--- src/rtl/sram_arbiter.sv ---
// Two-port arbiter/sequencer in front of the 32-bit SRAM controller.
// Latency: request in IDLE -> strobe next cycle; ack forwarded combinationally from controller ack (write T+3, read T+6).
// Backpressure: requesters hold req+payload until their ack; one transaction in flight, others wait in IDLE.
module sram_arbiter #(
  parameter bit RR_EN   = 1'b1,
  parameter int TIMEOUT = 15
) (
  input  logic        i_clk,
  input  logic        i_reset,
  input  logic        i_p0_req,
  input  logic        i_p0_we,
  input  logic [17:0] i_p0_addr,
  input  logic [31:0] i_p0_wdata,
  input  logic [3:0]  i_p0_bmask,
  output logic        o_p0_ack,
  output logic [31:0] o_p0_rdata,
  output logic        o_p0_err,
  input  logic        i_p1_req,
  input  logic        i_p1_we,
  input  logic [17:0] i_p1_addr,
  input  logic [31:0] i_p1_wdata,
  input  logic [3:0]  i_p1_bmask,
  output logic        o_p1_ack,
  output logic [31:0] o_p1_rdata,
  output logic        o_p1_err,
  output logic [17:0] o_mem_addr,
  output logic [31:0] o_mem_wdata,
  output logic [3:0]  o_mem_bmask,
  output logic        o_mem_wren,
  output logic        o_mem_rden,
  input  logic [31:0] i_mem_rdata,
  input  logic        i_mem_ack,
  output logic        o_busy
);

  localparam int CW = $clog2(TIMEOUT + 1);
  localparam logic [CW-1:0] TO_LIMIT = CW'(TIMEOUT);

  typedef enum logic [1:0] {
    IDLE  = 2'd0,
    ISSUE = 2'd1,
    WAIT  = 2'd2
  } state_t;

  state_t        state_q;
  logic          owner_q;
  logic          last_q;     // last granted port; the opposite one wins the next tie
  logic [CW-1:0] cnt_q;
  logic          we_q;
  logic [17:0]   addr_q;
  logic [31:0]   wdata_q;
  logic [3:0]    bmask_q;
  logic          wren_q;
  logic          rden_q;
  logic          busy_q;

  logic          any_req;
  logic          sel_d;
  logic          we_d;
  logic [17:0]   addr_d;
  logic [31:0]   wdata_d;
  logic [3:0]    bmask_d;

  logic          at_limit;
  logic          done;
  logic          tmo;
  logic [31:0]   rsp_rdata;

  // Pick the winner among current requesters and mux its payload for capture.
  always_comb begin
    any_req = i_p0_req | i_p1_req;
    sel_d   = 1'b0;
    if (i_p0_req && i_p1_req) begin
      sel_d = RR_EN ? ~last_q : 1'b0;
    end else begin
      sel_d = i_p1_req;
    end
    we_d    = sel_d ? i_p1_we    : i_p0_we;
    addr_d  = sel_d ? i_p1_addr  : i_p0_addr;
    wdata_d = sel_d ? i_p1_wdata : i_p0_wdata;
    bmask_d = sel_d ? i_p1_bmask : i_p0_bmask;
  end

  // A genuine controller ack beats a timeout landing in the same cycle.
  assign at_limit  = (cnt_q == TO_LIMIT);
  assign done      = (state_q == WAIT) && (i_mem_ack || at_limit);
  assign tmo       = (state_q == WAIT) && !i_mem_ack && at_limit;
  assign rsp_rdata = tmo ? 32'h0 : i_mem_rdata;

  assign o_p0_ack   = done & ~owner_q;
  assign o_p0_err   = tmo  & ~owner_q;
  assign o_p0_rdata = o_p0_ack ? rsp_rdata : 32'h0;
  assign o_p1_ack   = done & owner_q;
  assign o_p1_err   = tmo  & owner_q;
  assign o_p1_rdata = o_p1_ack ? rsp_rdata : 32'h0;

  // Payload registers drive the controller bus; strobes are only high in ISSUE.
  assign o_mem_addr  = addr_q;
  assign o_mem_wdata = wdata_q;
  assign o_mem_bmask = bmask_q;
  assign o_mem_wren  = wren_q;
  assign o_mem_rden  = rden_q;
  assign o_busy      = busy_q;

  // Arbitration FSM: capture winner in IDLE, strobe for one cycle, then wait for ack or timeout.
  always_ff @(posedge i_clk) begin
    if (!i_reset) begin
      state_q <= IDLE;
      owner_q <= 1'b0;
      last_q  <= 1'b1;
      cnt_q   <= '0;
      we_q    <= 1'b0;
      addr_q  <= '0;
      wdata_q <= '0;
      bmask_q <= '0;
      wren_q  <= 1'b0;
      rden_q  <= 1'b0;
      busy_q  <= 1'b0;
    end else begin
      case (state_q)
        IDLE: begin
          if (any_req) begin
            state_q <= ISSUE;
            owner_q <= sel_d;
            last_q  <= sel_d;
            we_q    <= we_d;
            addr_q  <= addr_d;
            wdata_q <= wdata_d;
            bmask_q <= bmask_d;
            wren_q  <= we_d;
            rden_q  <= ~we_d;
            busy_q  <= 1'b1;
          end
        end
        ISSUE: begin
          wren_q  <= 1'b0;
          rden_q  <= 1'b0;
          cnt_q   <= '0;
          state_q <= WAIT;
        end
        WAIT: begin
          cnt_q <= cnt_q + 1'b1;
          if (done) begin
            state_q <= IDLE;
            busy_q  <= 1'b0;
          end
        end
        default: begin
          state_q <= IDLE;
          wren_q  <= 1'b0;
          rden_q  <= 1'b0;
          busy_q  <= 1'b0;
        end
      endcase
    end
  end

endmodule

--- config.mk ---
export PLATFORM = sky130hd
export DESIGN_NAME = sram_arbiter
export DESIGN_NICKNAME = d
export VERILOG_FILES = /design/src/rtl/sram_arbiter.sv
export SDC_FILE = /design/constraint.sdc
export NUM_CORES = 1
export LEC_CHECK = 0
export ABC_AREA = 1
export CAP_MARGIN = 0
export CORE_MARGIN = 2
export CORE_UTILIZATION = 39
export CTS_CLUSTER_SIZE = 25
export DETAILED_ROUTE_END_ITERATION = 8
export PLACE_DENSITY = 0.93
export SLEW_MARGIN = 30
export SYNTH_ARGS = -nofsm -noshare
export SYNTH_HDL_FRONTEND = slang
export SYNTH_SLANG_ARGS = --single-unit
--- constraint.sdc ---
create_clock -name i_clk -period 2.35 [get_ports i_clk]
set_input_delay 0.5875 -clock i_clk [delete_from_list [all_inputs] [get_ports i_clk]]
set_output_delay 0.5875 -clock i_clk [all_outputs]
set_load 0.005 [all_outputs]
# Word-level counts from Yosys, hierarchy flattened

Cells that the tools add are included.

Muxes and demuxes: 19
Div/mod/pow operators: 0
$mul: 0
Bitwise logic cells: 10
Add/subtract/negate cells: 1
Reduce and logical (&&, ||, !) cells: 12
Equality and inequality tests: 5
Shift-type cells: 0
Magnitude comparators: 0

Operators with widths:

| kind                | count |
|---|---|
| $mux 32             | 4 |
| $mux 18             | 1 |
| $pmux 4 s2          | 1 |
| $mux 1              | 6 |
| $pmux 2 s3          | 1 |
| $reduce_and 2->1    | 3 |
| $not 1->1           | 5 |
| $add 4x1->4 const B | 1 |
| $and 1x1->1         | 4 |
| $eq 4x4->1 const B  | 1 |
| $logic_and 1x1->1   | 4 |
| $mux 2              | 2 |
| $mux 4              | 1 |
| $ne 2x2->1 const B  | 2 |
| $pmux 1 s2          | 2 |
| $pmux 1 s3          | 1 |
| $reduce_and 3->1    | 1 |
| $eq 2x1->1 const B  | 1 |
| $eq 2x2->1 const B  | 1 |
| $logic_not 2->1     | 1 |
| $reduce_bool 2->1   | 1 |
| $logic_not 1->1     | 1 |
| $logic_or 1x1->1    | 1 |
| $or 1x1->1          | 1 |

Word-level logic and storage cells: 57
Memory bits (writable): 0
Memory bits (read-only): 0
Input bits: 147
Output and inout bits: 125
Register bits after elaboration: 65
Memories: 0
Latch bits: 0

# Logic depth before layout (Yosys ltp)

Gate-level depths: netlist of the first run.

Depth after elaboration: 6
Mapped depth: 9

# Worst setup path after synthesis of the first run

OpenSTA, ideal clock, no wires.

Kind: register to output
Start: register state_q[0]
End: output port o_p0_rdata[23]
Path buffers: 2
Setup slack: 0.542 ns
Arrival: 1.220 ns
Stages on the path, launching flop included: 7
Cells stage by stage: dfxtp_1 -> inv_1 -> ha_1 -> buf_2 -> buf_1 -> nand4_1 -> inv_1

Word-level cells in the longest chain between the ends: 5

RTL lines:

| element                        | line   | source |
|---|---|---|
| start: declaration             | 45     | `state_t state_q;` |
| start signal: assignment       | 108    | `state_q <= IDLE;` |
| start signal: assignment       | 123    | `state_q <= ISSUE;` |
| start signal: assignment       | 139    | `state_q <= WAIT;` |
| $eq 2x2->1 *                   | 86, 87 |  |
| $logic_and 1x1->1 (2 in a row) | 87     | `assign tmo = (state_q == WAIT) && !i_mem_ack && at_limit;` |
| $mux 32                        | 88     | `assign rsp_rdata = tmo ? 32'h0 : i_mem_rdata;` |
| $mux 32 *                      | 92     | `assign o_p0_rdata = o_p0_ack ? rsp_rdata : 32'h0;` |
| end: declaration               | 16     | `output logic [31:0] o_p0_rdata,` |

Every way passes the cells marked *; elsewhere a longest branch is shown, timed or not.

# Final worst setup path of the first run

Start: register state_q[0]
End: output port o_p0_err

Word-level cells in the longest chain between the ends: 4

RTL lines:

| element                        | line | source |
|---|---|---|
| $eq 2x2->1                     | 87   |  |
| $logic_and 1x1->1 (2 in a row) | 87   |  |
| $and 1x1->1                    | 91   | `assign o_p0_err = tmo & ~owner_q;` |
| end: declaration               | 17   | `output logic o_p0_err,` |

No other way between the ends.

==> results of run 1 <==
final cells by class:
cell class | instances | area (um^2) | share of cell area
Timing Repair Buffer | 306 | 3100 | 0.425
Multi-Input combinational cell | 451 | 2030 | 0.278
Sequential cell | 65 | 1310 | 0.179
Inverter | 132 | 495 | 0.0678
Tap cell | 136 | 170 | 0.0233
Clock buffer | 9 | 124 | 0.0170
Clock inverter | 7 | 76.3 | 0.0104
power groups by stage:
stage          Combinational, W  Sequential [W]  Clock, W
6_report                0.00204         0.00149  0.000989
5_1_grt                 0.00224         0.00152   0.00106
4_1_cts                 0.00203         0.00149   0.00101
3_5_place_dp            0.00190         0.00150         0
3_3_place_gp            0.00186         0.00148         0
2_1_floorplan          0.000882         0.00150         0
synth_stat cells:
master | n | area, um^2
a21oi_1 | 6 | 30.0
buf_6 | 3 | 33.8
nor3b_1 | 1 | 7.51
clkbuf_1 | 19 | 71.3
buf_2 | 14 | 70.1
inv_1 | 130 | 488
nand4_1 | 65 | 407
clkinv_1 | 1 | 3.75
nand2_1 | 131 | 492
nor3_1 | 2 | 10.0
nor2_1 | 177 | 664
inv_2 | 1 | 3.75
buf_1 | 10 | 37.5
buf_4 | 4 | 30.0
dfxtp_1 | 65 | 1300
xor2_1 | 1 | 8.76
o21ai_2 | 1 | 8.76
o21ai_0 | 52 | 260
ha_1 | 4 | 50.1
o21ai_1 | 4 | 20.0
nand3_1 | 7 | 35.0
per-stage QoR:
stage | cell area [um^2] | setup WS, ns | std cells | setup TNS, ns
3_3_place_gp | 6940 | -0.147 | 1075 | -0.534
2_1_floorplan | 4030 | 0.542 | 698 | 0
4_1_cts | 7260 | -0.116 | 1104 | -0.893
3_5_place_dp | 6940 | -0.170 | 1075 | -0.511
6_report | 7310 | 0.0881 | 1106 | 0
5_1_grt | 7310 | -0.00484 | 1106 | -0.00484
what timing repair did:
action                     CTS  global route
gates cloned                 2             0
setup endpoints to repair   68            23
gates resized for setup     70            26
pin swaps                    2             2
setup buffers               11             3
flip-flops by register name, summed over array words and instances (netlist names):
signal and cells:
o_mem_wdata 32, o_mem_addr 18, cnt_q 4, o_mem_bmask 4, state_q 2, last_q 1, o_busy 1, o_mem_rden 1
o_mem_wren 1, owner_q 1
cell families after synthesis:
group / after synthesis / synth area share
and+or+nand+nor: 383 / 0.401
buffers and inverters: 182 / 0.183
DFF: 65 / 0.323
AOI/OAI and AO/OA: 63 / 0.0791
adders and majority gates: 4 / 0.0124
xor gates and xnor gates: 1 / 0.00217
worst paths after layout:
check / end / depth (start not counted)
min: o_mem_wren / 2
max: o_p0_err / 8
max reg2reg: o_mem_wdata[4] / 9
min reg2reg: o_mem_wren / 2
worst min-delay path, cell delays in order (launching register included):
cell	delay (ns)
dfxtp_1	0.32
nand2_1	0.06
a21oi_1	0.06
per-layer routing:
| layer | share of wire | GRT usage | vias up |
|---|---|---|---|
| li1 | - | - | 2663 |
| met2 | 0.51 | 0.488 | 211 |
| met3 | 0.094 | 0.0952 | 40 |
| met1 | 0.35 | 0.255 | 2370 |
| met5 | 0 | 0 | - |
| met4 | 0.040 | 0.116 | 0 |
==> impl_metrics.yaml, run 1 <==
run_status:
  status: "complete, no violations"
logic_synthesis:
  seq_area_frac_synth: 0.323
  ys_warn_count: 0
  ys_ff_latch: 65
  synth_cell_types: 21
  synth_fp_nets: 849
  syn_avg_cell_area_um2: 5.78
  syn_area_mm2: 0.00403
  postSynthCellCount: 698
job:
  drv_cap: 0
critical_path:
  worstSetupStartpoint: "state_q[0]"
  cp.buffers_inverters: 4
  max_stage_delay_ns: 0.33
  r2r_slack_ns: 0.70
  required_ns: 1.76
  crit_fanout: 7
  slowest_stage: "dfxtp_2"
  cp-start-kind: "flop"
  path_delay_family: "buffers and inverters"
  endpoint_kind: "output port"
  r2r_start: "state_q[0]"
  cp.arrival_ns: 1.67
  critPathKind: "flop to output port"
  path_cells: "inv_2, ha_4, buf_4, inv_1, nor2_2, nand2_1, nor2_1, dlygate4sd2_1"
power:
  swShare: 0.353
  power.density_mw_per_mm2: 618
  p_seq_frac: 0.330
  totalPowerFinal_w: 0.00451
  combPwrFrac: 0.451
  intPower_w: 0.00292
  p_leak_nw: 4.31
  p_switching_w: 0.00160
  clkPwrFrac: 0.219
  ir_worst_vdd_mv: 0.377
place:
  post-dp-hpwl_um: 11000
  gp_congestion: 0.835
  numPortBuffers: 271
detailed_routing:
  ant_nets: 0
  drtIter0Drc: 309
  drt_wl_total_um: 15300
  first_pass_iters: 4
  vias_per_cell: 4.78
  post_drt_wl_per_cell_um: 13.8
  drc: 0
  num_vias: 5284
global_route:
  grt_pass1_wl_um: 23500
  grt_pass1_vias: 4975
  overflow: 0
  grt_antenna_before_repair: 0
  grt.total_usage: 0.261
  grt_max_degree: 84
cells_and_area:
  drive_above_1_share: 0.0680
  n_fill_cell: 788
  finalCoreUtilization: 0.717
  nNetsFinal: 1116
  layout_commonest_cell: "clkdlybuf4s50_1"
  mostFrequentLayoutCells: "199 x clkdlybuf4s50_1, 176 x nor2_1, 130 x nand2_1, 128 x inv_1, 65 x nand4_1"
  diodes: 0
  area_delta_synth_final_pct: 81.2
timing:
  min_period_ns: 2.26
  hold_violations: 0
  finalSetupViolations: 0
  max_slew_margin: 0.701
  skew_ns: 0.0202
  finalCritPeriodShare: 0.962
  holdWs_ns: 0.478
  fmax_mhz: 442
  tightest_slew_ns: 0.444
  final_max_slew_viol_count: 0
clock_network:
  clock_sinks: 65
  cts_tree: "built"
  clk_root_buffer_cell: "clkbuf_8"
  cts_hold_buffers: 0
  cts_made_buffers: 9
  cts_htree_levels: 3
  clockBufferDepth: 2
  clk_latency_ns: 0.35
  clkTransAtPathRegs_ns: 0.09
floorplan:
  coreArea_mm2: 0.0102
  ioPinCount: 272
  start_util: 0.396
  die_h_um: 106
  die_width_um: 106
  dieArea_mm2: 0.0112
  rows: 37
min_path:
  min_from: "o_mem_wren"
  hold_path.class: "flop to flop"
Note: power is estimated with default switching activity, not from simulation.
==> run 2, diff against run 1 <==
--- a/config.mk
+++ b/config.mk
@@ -11,6 +11,7 @@
 export CORE_UTILIZATION = 39
 export CTS_CLUSTER_SIZE = 25
 export DETAILED_ROUTE_END_ITERATION = 8
+export HOLD_SLACK_MARGIN = 0.1
 export PLACE_DENSITY = 0.93
 export SLEW_MARGIN = 30
 export SYNTH_ARGS = -nofsm -noshare
==> results of run 2 <==
Final layout, timing and power as in run 1 (identical DEF).
==> run 3, diff against run 2 <==
--- a/config.mk
+++ b/config.mk
@@ -7,12 +7,14 @@
 export LEC_CHECK = 0
 export ABC_AREA = 1
 export CAP_MARGIN = 0
-export CORE_MARGIN = 2
-export CORE_UTILIZATION = 39
+export CORE_AREA = 2 2 107 109
+export CTS_BUF_LIST = sky130_fd_sc_hd__clkbuf_8
 export CTS_CLUSTER_SIZE = 25
 export DETAILED_ROUTE_END_ITERATION = 8
+export DIE_AREA = 0 0 109 111
+export GPL_ROUTABILITY_DRIVEN = 0
 export HOLD_SLACK_MARGIN = 0.1
-export PLACE_DENSITY = 0.93
+export PLACE_DENSITY = 0.89
 export SLEW_MARGIN = 30
 export SYNTH_ARGS = -nofsm -noshare
 export SYNTH_HDL_FRONTEND = slang
==> impl_metrics.yaml, run 3 (synthesized netlist as in run 1, its figures left out) <==
run_status:
  status: "complete, no violations"
floorplan:
  die_width_um: 109
  coreArea_mm2: 0.0111
  die_h_um: 111
  rows: 39
  dieArea_mm2: 0.0121
  ioPinCount: 272
  start_util: 0.364
detailed_routing:
  num_vias: 5166
  drc: 0
  drtIter0Drc: 401
  drt_wl_total_um: 14300
  vias_per_cell: 4.67
  first_pass_iters: 5
  post_drt_wl_per_cell_um: 12.9
  ant_nets: 0
min_path:
  hold_path.class: "flop to flop"
clock_network:
  clk_latency_ns: 0.34
  clkTransAtPathRegs_ns: 0.08
  clockBufferDepth: 2
  cts_tree: "built"
  cts_htree_levels: 3
  clk_root_buffer_cell: "clkbuf_8"
  clock_sinks: 65
  cts_hold_buffers: 0
  cts_made_buffers: 9
job:
  drv_cap: 0
global_route:
  grt_max_degree: 56
  grt.total_usage: 0.230
  grt_antenna_before_repair: 1
  overflow: 0
  grt_pass1_vias: 4888
  grt_pass1_wl_um: 22300
cells_and_area:
  area_delta_synth_final_pct: 80.5
  layout_commonest_cell: "clkdlybuf4s50_1"
  largest_reg_flops: 32
  finish.instance_area_mm2: 0.00728
  drive_above_1_share: 0.0665
  finalCoreUtilization: 0.657
  nNetsFinal: 1109
  mostFrequentLayoutCells: "200 x clkdlybuf4s50_1, 176 x nor2_1, 130 x nand2_1, 127 x inv_1, 65 x nand4_1"
critical_path:
  max_stage_delay_ns: 0.35
  slowest_stage: "dfxtp_2"
  cp.arrival_ns: 1.71
  required_ns: 1.76
  endpoint_kind: "output port"
  critPathKind: "flop to output port"
  cp-start-kind: "flop"
  crit_fanout: 9
  path_cells: "inv_2, ha_4, buf_4, buf_12, buf_16, nand4_1, inv_1, dlygate4sd2_1"
power:
  intPower_w: 0.00306
  clkPwrFrac: 0.237
  ir_worst_vdd_mv: 0.389
  combPwrFrac: 0.442
  power.density_mw_per_mm2: 631
  p_switching_w: 0.00154
  p_leak_nw: 4.09
  swShare: 0.334
  p_seq_frac: 0.322
timing:
  tightest_slew_ns: 0.459
  hold_violations: 0
  final_max_slew_viol_count: 0
  min_period_ns: 2.30
  max_slew_margin: 0.691
  finalSetupViolations: 0
  finalCritPeriodShare: 0.977
  skew_ns: 0.00561
  rsz0062_at_grt: "true"
  fmax_mhz: 435
place:
  placed_area_mm2: 0.00691
  numPortBuffers: 271
  post-dp-hpwl_um: 10400
## run 3: cell count changes in the layout (fill, tap and decap cells not counted), sizes merged
cell	change
bufinv	+1
clkdlybuf4s15	+8
buf	-8
dlygate4sd2	+1
diode	+1
clkinvlp	-1
clkbuf	+5
clkinv	+1
clkdlybuf4s50	+1
dlymetal6s2s	-13
inv	-2
## run 3: metrics by stage
step / hold WS (ns) / setup TNS, ns / setup slack [ns] / instances / total power, W
floorplan: 0.429 / 0 / 0.542 / 698 / 0.00238
global placement: 0.442 / -0.267 / -0.0880 / 1078 / 0.00335
detailed placement: 0.449 / -0.259 / -0.0809 / 1078 / 0.00339
CTS: 0.467 / -0.265 / -0.0978 / 1101 / 0.00458
global route: 0.485 / -0.418 / -0.0523 / 1107 / 0.00492
finish: 0.465 / 0 / 0.0535 / 1107 / 0.00459
## run 3: path summary, 6_finish.rpt
check                                start              to  slack (ns)  depth (start not counted)
worst max-delay path            state_q[0]  o_p0_rdata[25]        0.05                          8
worst min-delay path                last_q          last_q        0.46                          2
worst max register to register  state_q[1]   o_mem_addr[2]        0.81                          8
worst min register to register      last_q          last_q        0.46                          2
## run 3: final cells by class
| type | instances | area [um^2] |
|---|---|---|
| Antenna cell | 1 | 2.50 |
| Clock buffer | 10 | 138 |
| Clock inverter | 6 | 90.1 |
| Fill cell | 961 | 3800 |
| Inverter | 132 | 495 |
| Multi-Input combinational cell | 451 | 2020 |
| Sequential cell | 65 | 1310 |
| Tap cell | 143 | 179 |
| Timing Repair Buffer | 299 | 3040 |
## run 3: what timing repair did
action	in CTS	in global routing
pin swaps	5	1
gates cloned	2	1
endpoints found under the setup margin	68	12
resized for setup	77	30
setup buffers	5	4
## run 3: layer usage
metal | vias to the layer above | routed length, um | global-route usage
met3 | 26 | 1530 | 0.0970
met4 | 0 | 450 | 0.0880
met1 | 2267 | 5200 | 0.221
li1 | 2654 | - | -
met2 | 219 | 7070 | 0.426
met5 | - | 0 | 0
## run 3: critical path, delay by kind of cell (launching register included)
family / cells / cell delay (ns)
buffers and inverters: 6 / 0.75
AND/OR/NAND/NOR: 1 / 0.08
flip-flops: 1 / 0.35
adder cells (fa/ha/maj): 1 / 0.19
## run 3: power groups by stage
stage	Clock (W)	Sequential, W	Combinational [W]
6_report	0.00109	0.00148	0.00203
5_1_grt	0.00117	0.00151	0.00224
4_1_cts	0.00112	0.00147	0.00199
3_5_place_dp	0	0.00149	0.00190
3_3_place_gp	0	0.00148	0.00187
2_1_floorplan	0	0.00150	0.000882
